File: config.mk
export PLATFORM = sky130hd
export DESIGN_NAME = inst_fetch_unit
export DESIGN_NICKNAME = d
export VERILOG_FILES = /design/src/rtl/inst_fetch_unit.sv
export SDC_FILE = /design/constraint.sdc
export NUM_CORES = 1
export LEC_CHECK = 0
export BUFFER_PORTS_ARGS = -buffer_cell sky130_fd_sc_hd__buf_4
export CORE_MARGIN = 4
export CORE_UTILIZATION = 40
export DETAILED_ROUTE_END_ITERATION = 10
export SETUP_SLACK_MARGIN = 0.4
export SLEW_MARGIN = 30
export SYNTH_ARGS = -nofsm -noshare
export SYNTH_HDL_FRONTEND = slang
export SYNTH_SLANG_ARGS = --single-unit
File: constraint.sdc
create_clock -name clk -period 7.15 [get_ports clk]
set_input_delay 0.3575 -clock clk [delete_from_list [all_inputs] [get_ports clk]]
set_output_delay 0.3575 -clock clk [all_outputs]
set_load 0.03 [all_outputs]
File: src/rtl/inst_fetch_unit.sv
// inst_fetch_unit: PC generation, ROM fetch and a small {pc, inst, adef} queue toward decode
// Ports:
//   clk, rst                 clock, synchronous active-high reset
//   o_rom_inst_en/_addr      ROM read enable and byte address (address is the pc register)
//   i_rom_inst               ROM data, valid in the same cycle as the address
//   i_redirect_en/_pc        branch/exception redirect: flushes the queue, reloads pc
//   i_fetch_pause            stop fetching while the queue keeps draining
//   i_id_ready, o_id_*       valid/ready handshake presenting the queue head to decode
module inst_fetch_unit #(
  parameter logic [31:0] RESET_PC    = 32'h1c000000,
  parameter int          QUEUE_DEPTH = 4,
  parameter int          ADDR_W      = 32,
  parameter int          INST_W      = 32
) (
  input  logic              clk,
  input  logic              rst,
  output logic              o_rom_inst_en,
  output logic [ADDR_W-1:0] o_rom_inst_addr,
  input  logic [INST_W-1:0] i_rom_inst,
  input  logic              i_redirect_en,
  input  logic [ADDR_W-1:0] i_redirect_pc,
  input  logic              i_fetch_pause,
  input  logic              i_id_ready,
  output logic              o_id_valid,
  output logic [ADDR_W-1:0] o_id_pc,
  output logic [INST_W-1:0] o_id_inst,
  output logic              o_id_excp_adef
);
  localparam int PW = $clog2(QUEUE_DEPTH);
  typedef enum logic {RUN, EXC_WAIT} state_t;
  state_t              r_state, w_state_nxt;
  logic [ADDR_W-1:0]   r_pc;
  logic [PW:0]         r_count;
  logic [PW-1:0]       r_rd_ptr, r_wr_ptr;
  logic [ADDR_W-1:0]   r_q_pc   [QUEUE_DEPTH];
  logic [INST_W-1:0]   r_q_inst [QUEUE_DEPTH];
  logic                r_q_adef [QUEUE_DEPTH];
  logic                w_fetch_go, w_aligned, w_push, w_pop, w_valid;
  assign w_aligned  = r_pc[1:0] == 2'b00;
  // Full test uses the count at cycle start, so a same-cycle pop never frees a slot
  assign w_fetch_go = !rst && r_state == RUN && !i_redirect_en && !i_fetch_pause &&
                      r_count < (PW+1)'(QUEUE_DEPTH);
  assign w_push     = w_fetch_go;
  assign w_valid    = !rst && r_count != '0;
  assign w_pop      = i_id_ready && w_valid;
  always_ff @(posedge clk) begin
    if (rst) r_state <= RUN;
    else     r_state <= w_state_nxt;
  end
  always_comb begin
    w_state_nxt = r_state;
    if (i_redirect_en) w_state_nxt = RUN;
    else if (w_fetch_go && !w_aligned) w_state_nxt = EXC_WAIT;
  end
  always_comb begin
    o_rom_inst_en   = w_fetch_go && w_aligned;
    o_rom_inst_addr = r_pc;
    o_id_valid      = w_valid;
    o_id_pc         = w_valid ? r_q_pc[r_rd_ptr]   : '0;
    o_id_inst       = w_valid ? r_q_inst[r_rd_ptr] : '0;
    o_id_excp_adef  = w_valid ? r_q_adef[r_rd_ptr] : 1'b0;
  end
  always_ff @(posedge clk) begin
    if (rst) begin
      r_pc     <= RESET_PC[ADDR_W-1:0];
      r_count  <= '0;
      r_rd_ptr <= '0;
      r_wr_ptr <= '0;
    end else if (i_redirect_en) begin
      r_pc     <= i_redirect_pc;
      r_count  <= '0;
      r_rd_ptr <= '0;
      r_wr_ptr <= '0;
    end else begin
      r_pc     <= (w_push && w_aligned) ? r_pc + ADDR_W'(4) : r_pc;
      r_wr_ptr <= r_wr_ptr + PW'(w_push);
      r_rd_ptr <= r_rd_ptr + PW'(w_pop);
      r_count  <= r_count + (PW+1)'(w_push) - (PW+1)'(w_pop);
    end
  end
  // A misaligned pc is queued with a zero instruction and the fault tag
  always_ff @(posedge clk) begin
    if (w_push) begin
      r_q_pc[r_wr_ptr]   <= r_pc;
      r_q_inst[r_wr_ptr] <= w_aligned ? i_rom_inst : '0;
      r_q_adef[r_wr_ptr] <= !w_aligned;
    end
  end
endmodule

# Word level (Yosys, flattened, before mapping)
# Memory sizes are Yosys's and may differ from the RTL's. A register that Yosys moved wholly into a read port is not among the register bits.
# Index checks and enable logic that the tools add are counted.
[word_totals]
regBits = 40
latchBits = 0
ram_bits = 260
rom_bits = 0
inputBits = 69
out_inout_bits = 99
elab_cells = 42
mem_count = 3
[classes]
addsub = 5
multipliers = 0
n_div = 0
n_lt_le_gt_ge = 1
n_eq_ne = 0
n_shift = 0
mux = 11
bitwise = 1
reduce_logical = 16
[mem_list]
columns = ["memory", "depth", "word_bits", "rd", "rd_ports_with_merged_regs", "wr", "line_no", "rtl"]
rows = [
  ["r_q_inst", 4, 32, 1, 1, 1, "36", "logic [INST_W-1:0] r_q_inst [QUEUE_DEPTH];"],
  ["r_q_pc", 4, 32, 1, 1, 1, "35", "logic [ADDR_W-1:0] r_q_pc [QUEUE_DEPTH];"],
  ["r_q_adef", 4, 1, 1, 1, 1, "37", "logic r_q_adef [QUEUE_DEPTH];"],
]
[ops]
columns = ["operator", "count"]
rows = [
  ["2-to-1 mux 32 bit", 5],
  ["adder 32 x 3 -> 32 bit, second input constant", 1],
  ["logical AND 1 bit", 8],
  ["2-to-1 mux 2 bit", 3],
  ["adder 2 x 1 -> 2 bit", 2],
  ["logical NOT 1 bit", 4],
  ["adder 3 x 1 -> 3 bit", 1],
  ["< comparator 3 bit, second input constant", 1],
  ["2-to-1 mux 1 bit", 3],
  ["nonzero test 3 bit", 1],
  ["subtractor 3 x 1 -> 3 bit", 1],
  ["logical NOT 2 bit", 1],
  ["nonzero test 2 bit", 1],
  ["OR reduction 2 bit", 1],
  ["NOT 1 bit", 1],
]

# Depth between registers and ports, before layout
[logic_depth]
word_depth = 8
depth_mapped = 11
mapped_depth_nobuf = 10

# Worst setup path after synthesis
# No wires, ideal clock.
[synth_timing]
kind = "input-to-reg"
from = "input port rst"
to = "memory r_q_adef[2] (enable)"
setup_time_ns = 0.582
arrival_time_ns = 6.119
required_ns = 6.568
path_slack_ns = 0.449
stages = 4
path_buffers = 1
cell_sequence = "clkbuf_1 > nor4_4 > or2b_1 > nor3b_1"
[synth_between]
elab_chain_len = 7
[synth_lines]
columns = ["item", "line_no", "rtl"]
rows = [
  ["start, declared", "16", "input logic rst,"],
  ["logical NOT 1 bit", "41", "assign w_fetch_go = !rst && r_state == RUN && !i_redirect_en && !i_fetch_pause &&"],
  ["logical AND 1 bit (4 in a row)", "41", ""],
  ["2-to-1 mux 1 bit", "83", "if (w_push) begin"],
  ["2-to-1 mux 1 bit (implied by the code)", "86", "r_q_adef[r_wr_ptr] <= !w_aligned;"],
  ["end, declared", "37", ""],
]
# Every way passes these cells.

# Worst setup path in the final report
[layout_timing]
from = "register r_count[2]"
to = "memory r_q_pc[1][6] (enable)"
[layout_between]
elab_chain_len = 4
[layout_lines]
columns = ["item", "line_no", "rtl"]
rows = [
  ["start, declared", "33", "logic [PW:0] r_count;"],
  ["start signal, assigned", "78", "r_count <= r_count + (PW+1)'(w_push) - (PW+1)'(w_pop);"],
  ["< comparator 3 bit", "42", "r_count < (PW+1)'(QUEUE_DEPTH);"],
  ["logical AND 1 bit", "41", ""],
  ["2-to-1 mux 1 bit", "83", ""],
  ["2-to-1 mux 1 bit (implied by the code)", "84", "r_q_pc[r_wr_ptr] <= r_pc;"],
  ["end, declared", "35", ""],
]
# Every way passes these cells.

==> impl_metrics.ini <==
[finish]
drive_gt1_share_pct = 34.7
n_antenna_cell = 0
nets = 966
stdcell_area_mm2 = 0.0151
fin_util_pct = 50.5
n_fill_cell = 2601
stdcell_count = 1308
area_growth_pct = 23.3

[synth]
synth_cells = 717
syn_avg_cell_area_um2 = 17.1
synth.distinct_cells = 45
synth_ff_type = edfxtp_1
netlist_area_mm2 = 0.0123
async_flop_share_pct = 0
ys_ff_latch = 300
ys_top_cells_by_area = edfxtp_1 64%, mux4_2 12%, dfxtp_1 6.5%
synth_top_cell_by_area = edfxtp_1
synth_edf_count = 260
yosysWarnings = 0
ys_seq_area_share_pct = 70.1
synth_top_area_share_pct = 63.6
synth_fp_nets = 790

[run_status]
status = completed

[detailed_routing]
wl_um = 27400
vias = 6805
drtPass1Iterations = 4
drc = 0
avgRoutedWirePerCell_um = 20.9
viasPerCell = 5.20
drt_iter0_drc = 434
ant_nets = 0

[timing]
setup_violations = 0
hold_viol = 0
tns_ns = 0
max_slew_margin_pct = 45.6
worst_hold_slack_ns = 0.116
finalCritPeriodShare_pct = 45.2
setup_ws_ns = 3.92
worst_pin_slew_ns = 0.812
finClkSkew_ns = 0.0127
finalCriticalPeriod_ns = 3.23
slew_viol_final = 0
rsz0062_at_grt = false
fmax_ghz = 0.309

[cts]
cts.sinks = 300
clock-root-buffer = clkbuf_16
ctsResizeCount = 0
post_cts_buffers = 0
hold_buffers = 0
cts_buffer_depth = 3
numCtsBuffers = 34
clk_pin_slew_worst_paths_ns = 0.06
h-tree-depth = 2
tritoncts = built
insertion_delay_ns = 0.50

[worst_setup_path]
r2r_cells = 6
end_kind = flop
slowest_delay_ns = 0.70
worstSetupStartpointType = flop
arrival_ns = 3.36
crit_type = reg2reg
cp_num_cells = 6
required_ns = 7.28
critical-path-top-delay-family = simple AND/OR/NAND/NOR gates
crit_start = r_count[2]$_SDFF_PP0_
cpMaxStageDelayCell = buf_4
reg2reg_to = r_q_pc[1][6]$_DFFE_PP_
reg2reg_slack_ns = 3.92
reg2reg_from = r_count[2]$_SDFF_PP0_
crit_path_cell_trace = nor4_4, or2b_1, inv_1, nand2_1, nor2_4, buf_4
worstPathMaxFanout = 47
cp-endpoint = r_q_pc[1][6]$_DFFE_PP_
crit_buf_inv = 2

[floorplan]
die_height_um = 183
start_util_pct = 41.0
core-area_mm2 = 0.0300
dieWidth_um = 183
io_pins = 168
rows = 63
dieArea_mm2 = 0.0335

[global_route]
overflow = 0
antenna_found_initial = 0
grt_usage_pct = 16.3
grt_max_degree = 69
grt_pass1_vias = 7093
grt_pass1_wl_um = 42600

[placement]
dp_hpwl_um = 16800
placed_cells_incl_taps = 1247
gp_congestion = 0.787
io_buffers = 167
dpl-instance-area_mm2 = 0.0140
pre_cts_ws_ns = 3.60

[min_path]
min_path_cells = 3
hold_path.class = in2reg

[power_and_ir_drop]
power.density_mw_per_mm2 = 257
ir_worst_vdd_uv = 165
p_leak_nw = 5.16
report.power.total_mw = 3.89

[job]
cap_violations = 0
-- worst reg2reg max path: cells and delay by family (launching register included) --
family	cells	cell delay, ns
simple gates	4	1.63
flops	1	0.36
buf+inv	2	0.83
-- area by class of cell --
class	instances	area (um2)	area share [%]
clock buffers	48	977	6.46
clock inverters	13	136	0.901
inverters	8	30.0	0.198
multi-input cells	370	3500	23.1
flip-flops and latches	300	8620	56.9
well taps	390	488	3.22
repair buffers	179	1390	9.20
-- logic make-up after synthesis --
group,share of synthesized area [%]
buffers and inverters,1.62
multiplexers,12.1
adder cells (fa/ha/maj),0.469
XOR/XNOR,1.93
AND/OR/NAND/NOR,11.3
flip-flops,70.1
AO/OA/AOI/OAI,2.48
-- where the power goes --
| part | internal, mW | total [mW] | switching (mW) | leakage, nW |
|---|---|---|---|---|
| Sequential | 1.94 | 1.98 | 0.0381 | 2.72 |
| Combinational | 0.0876 | 0.206 | 0.119 | 1.90 |
| Clock | 1.06 | 1.71 | 0.649 | 0.543 |
| Total | 3.09 | 3.89 | 0.805 | 5.16 |
-- sequential cells by signal (all words and copies together), names as in the netlist --
name             cells
r_q_inst           128
r_q_pc             128
o_rom_inst_addr     32
r_q_adef             4
r_count              3
r_rd_ptr             2
r_wr_ptr             2
r_state              1
-- Yosys cell counts, types with 4 or more instances --
| library cell | number |
|---|---|
| edfxtp_1 | 260 |
| and2_1 | 103 |
| mux4_2 | 65 |
| dfxtp_1 | 40 |
| nor2_1 | 33 |
| nand2_1 | 29 |
| clkbuf_1 | 28 |
| xnor2_1 | 25 |
| a211oi_1 | 12 |
| nand4_1 | 11 |
| nor3_1 | 11 |
| nand3_1 | 10 |
| nor3_2 | 9 |
| inv_1 | 8 |
| a21oi_1 | 7 |
| buf_2 | 6 |
| a311oi_1 | 5 |
| and4_1 | 5 |
| o21ai_0 | 5 |
| and3_1 | 4 |
| nor4_2 | 4 |
-- worst min-delay path by stage --
stage | startpoint | end | slack, ns
6_report | i_redirect_pc[9] | o_rom_inst_addr[9]$_SDFFE_PP0P_ | 0.12
5_1_grt | i_redirect_pc[9] | o_rom_inst_addr[9]$_SDFFE_PP0P_ | 0.11
4_1_cts | i_redirect_pc[28] | o_rom_inst_addr[28]$_SDFFE_PP1P_ | 0.10
3_5_place_dp | r_state$_SDFFE_PP0P_ | r_state$_SDFFE_PP0P_ | 0.52
3_3_place_gp | r_state$_SDFFE_PP0P_ | r_state$_SDFFE_PP0P_ | 0.52
2_1_floorplan | r_state$_SDFFE_PP0P_ | r_state$_SDFFE_PP0P_ | 0.47
-- per-layer routing --
metal	global-route usage, %	up-vias	wire length (um)
met3	3.99	25	1890
met5	0	-	0
met2	25.0	212	12600
li1	-	3138	-
met4	3.07	0	282
met1	24.1	3430	12600
-- cells in the final DEF (no fill, tap or decap), drive strengths merged, types with 2 or more instances in the layout --
cell type,instances
nor4,7
nand4,12
and4,5
clkinv,9
nand3,12
a311oi,5
inv,9
bufinv,3
clkbuf,48
a21oi,7
a211oi,15
nor2,33
or3,3
buf,179
edfxtp,260
nor3,20
xor2,2
o211ai,2
o21ai,6
ha,3
mux4,65
and3,4
dfxtp,40
mux2i,2
xnor2,25
nand2,30
o21a,2
and2,103
(Power assumes the default switching activity.)
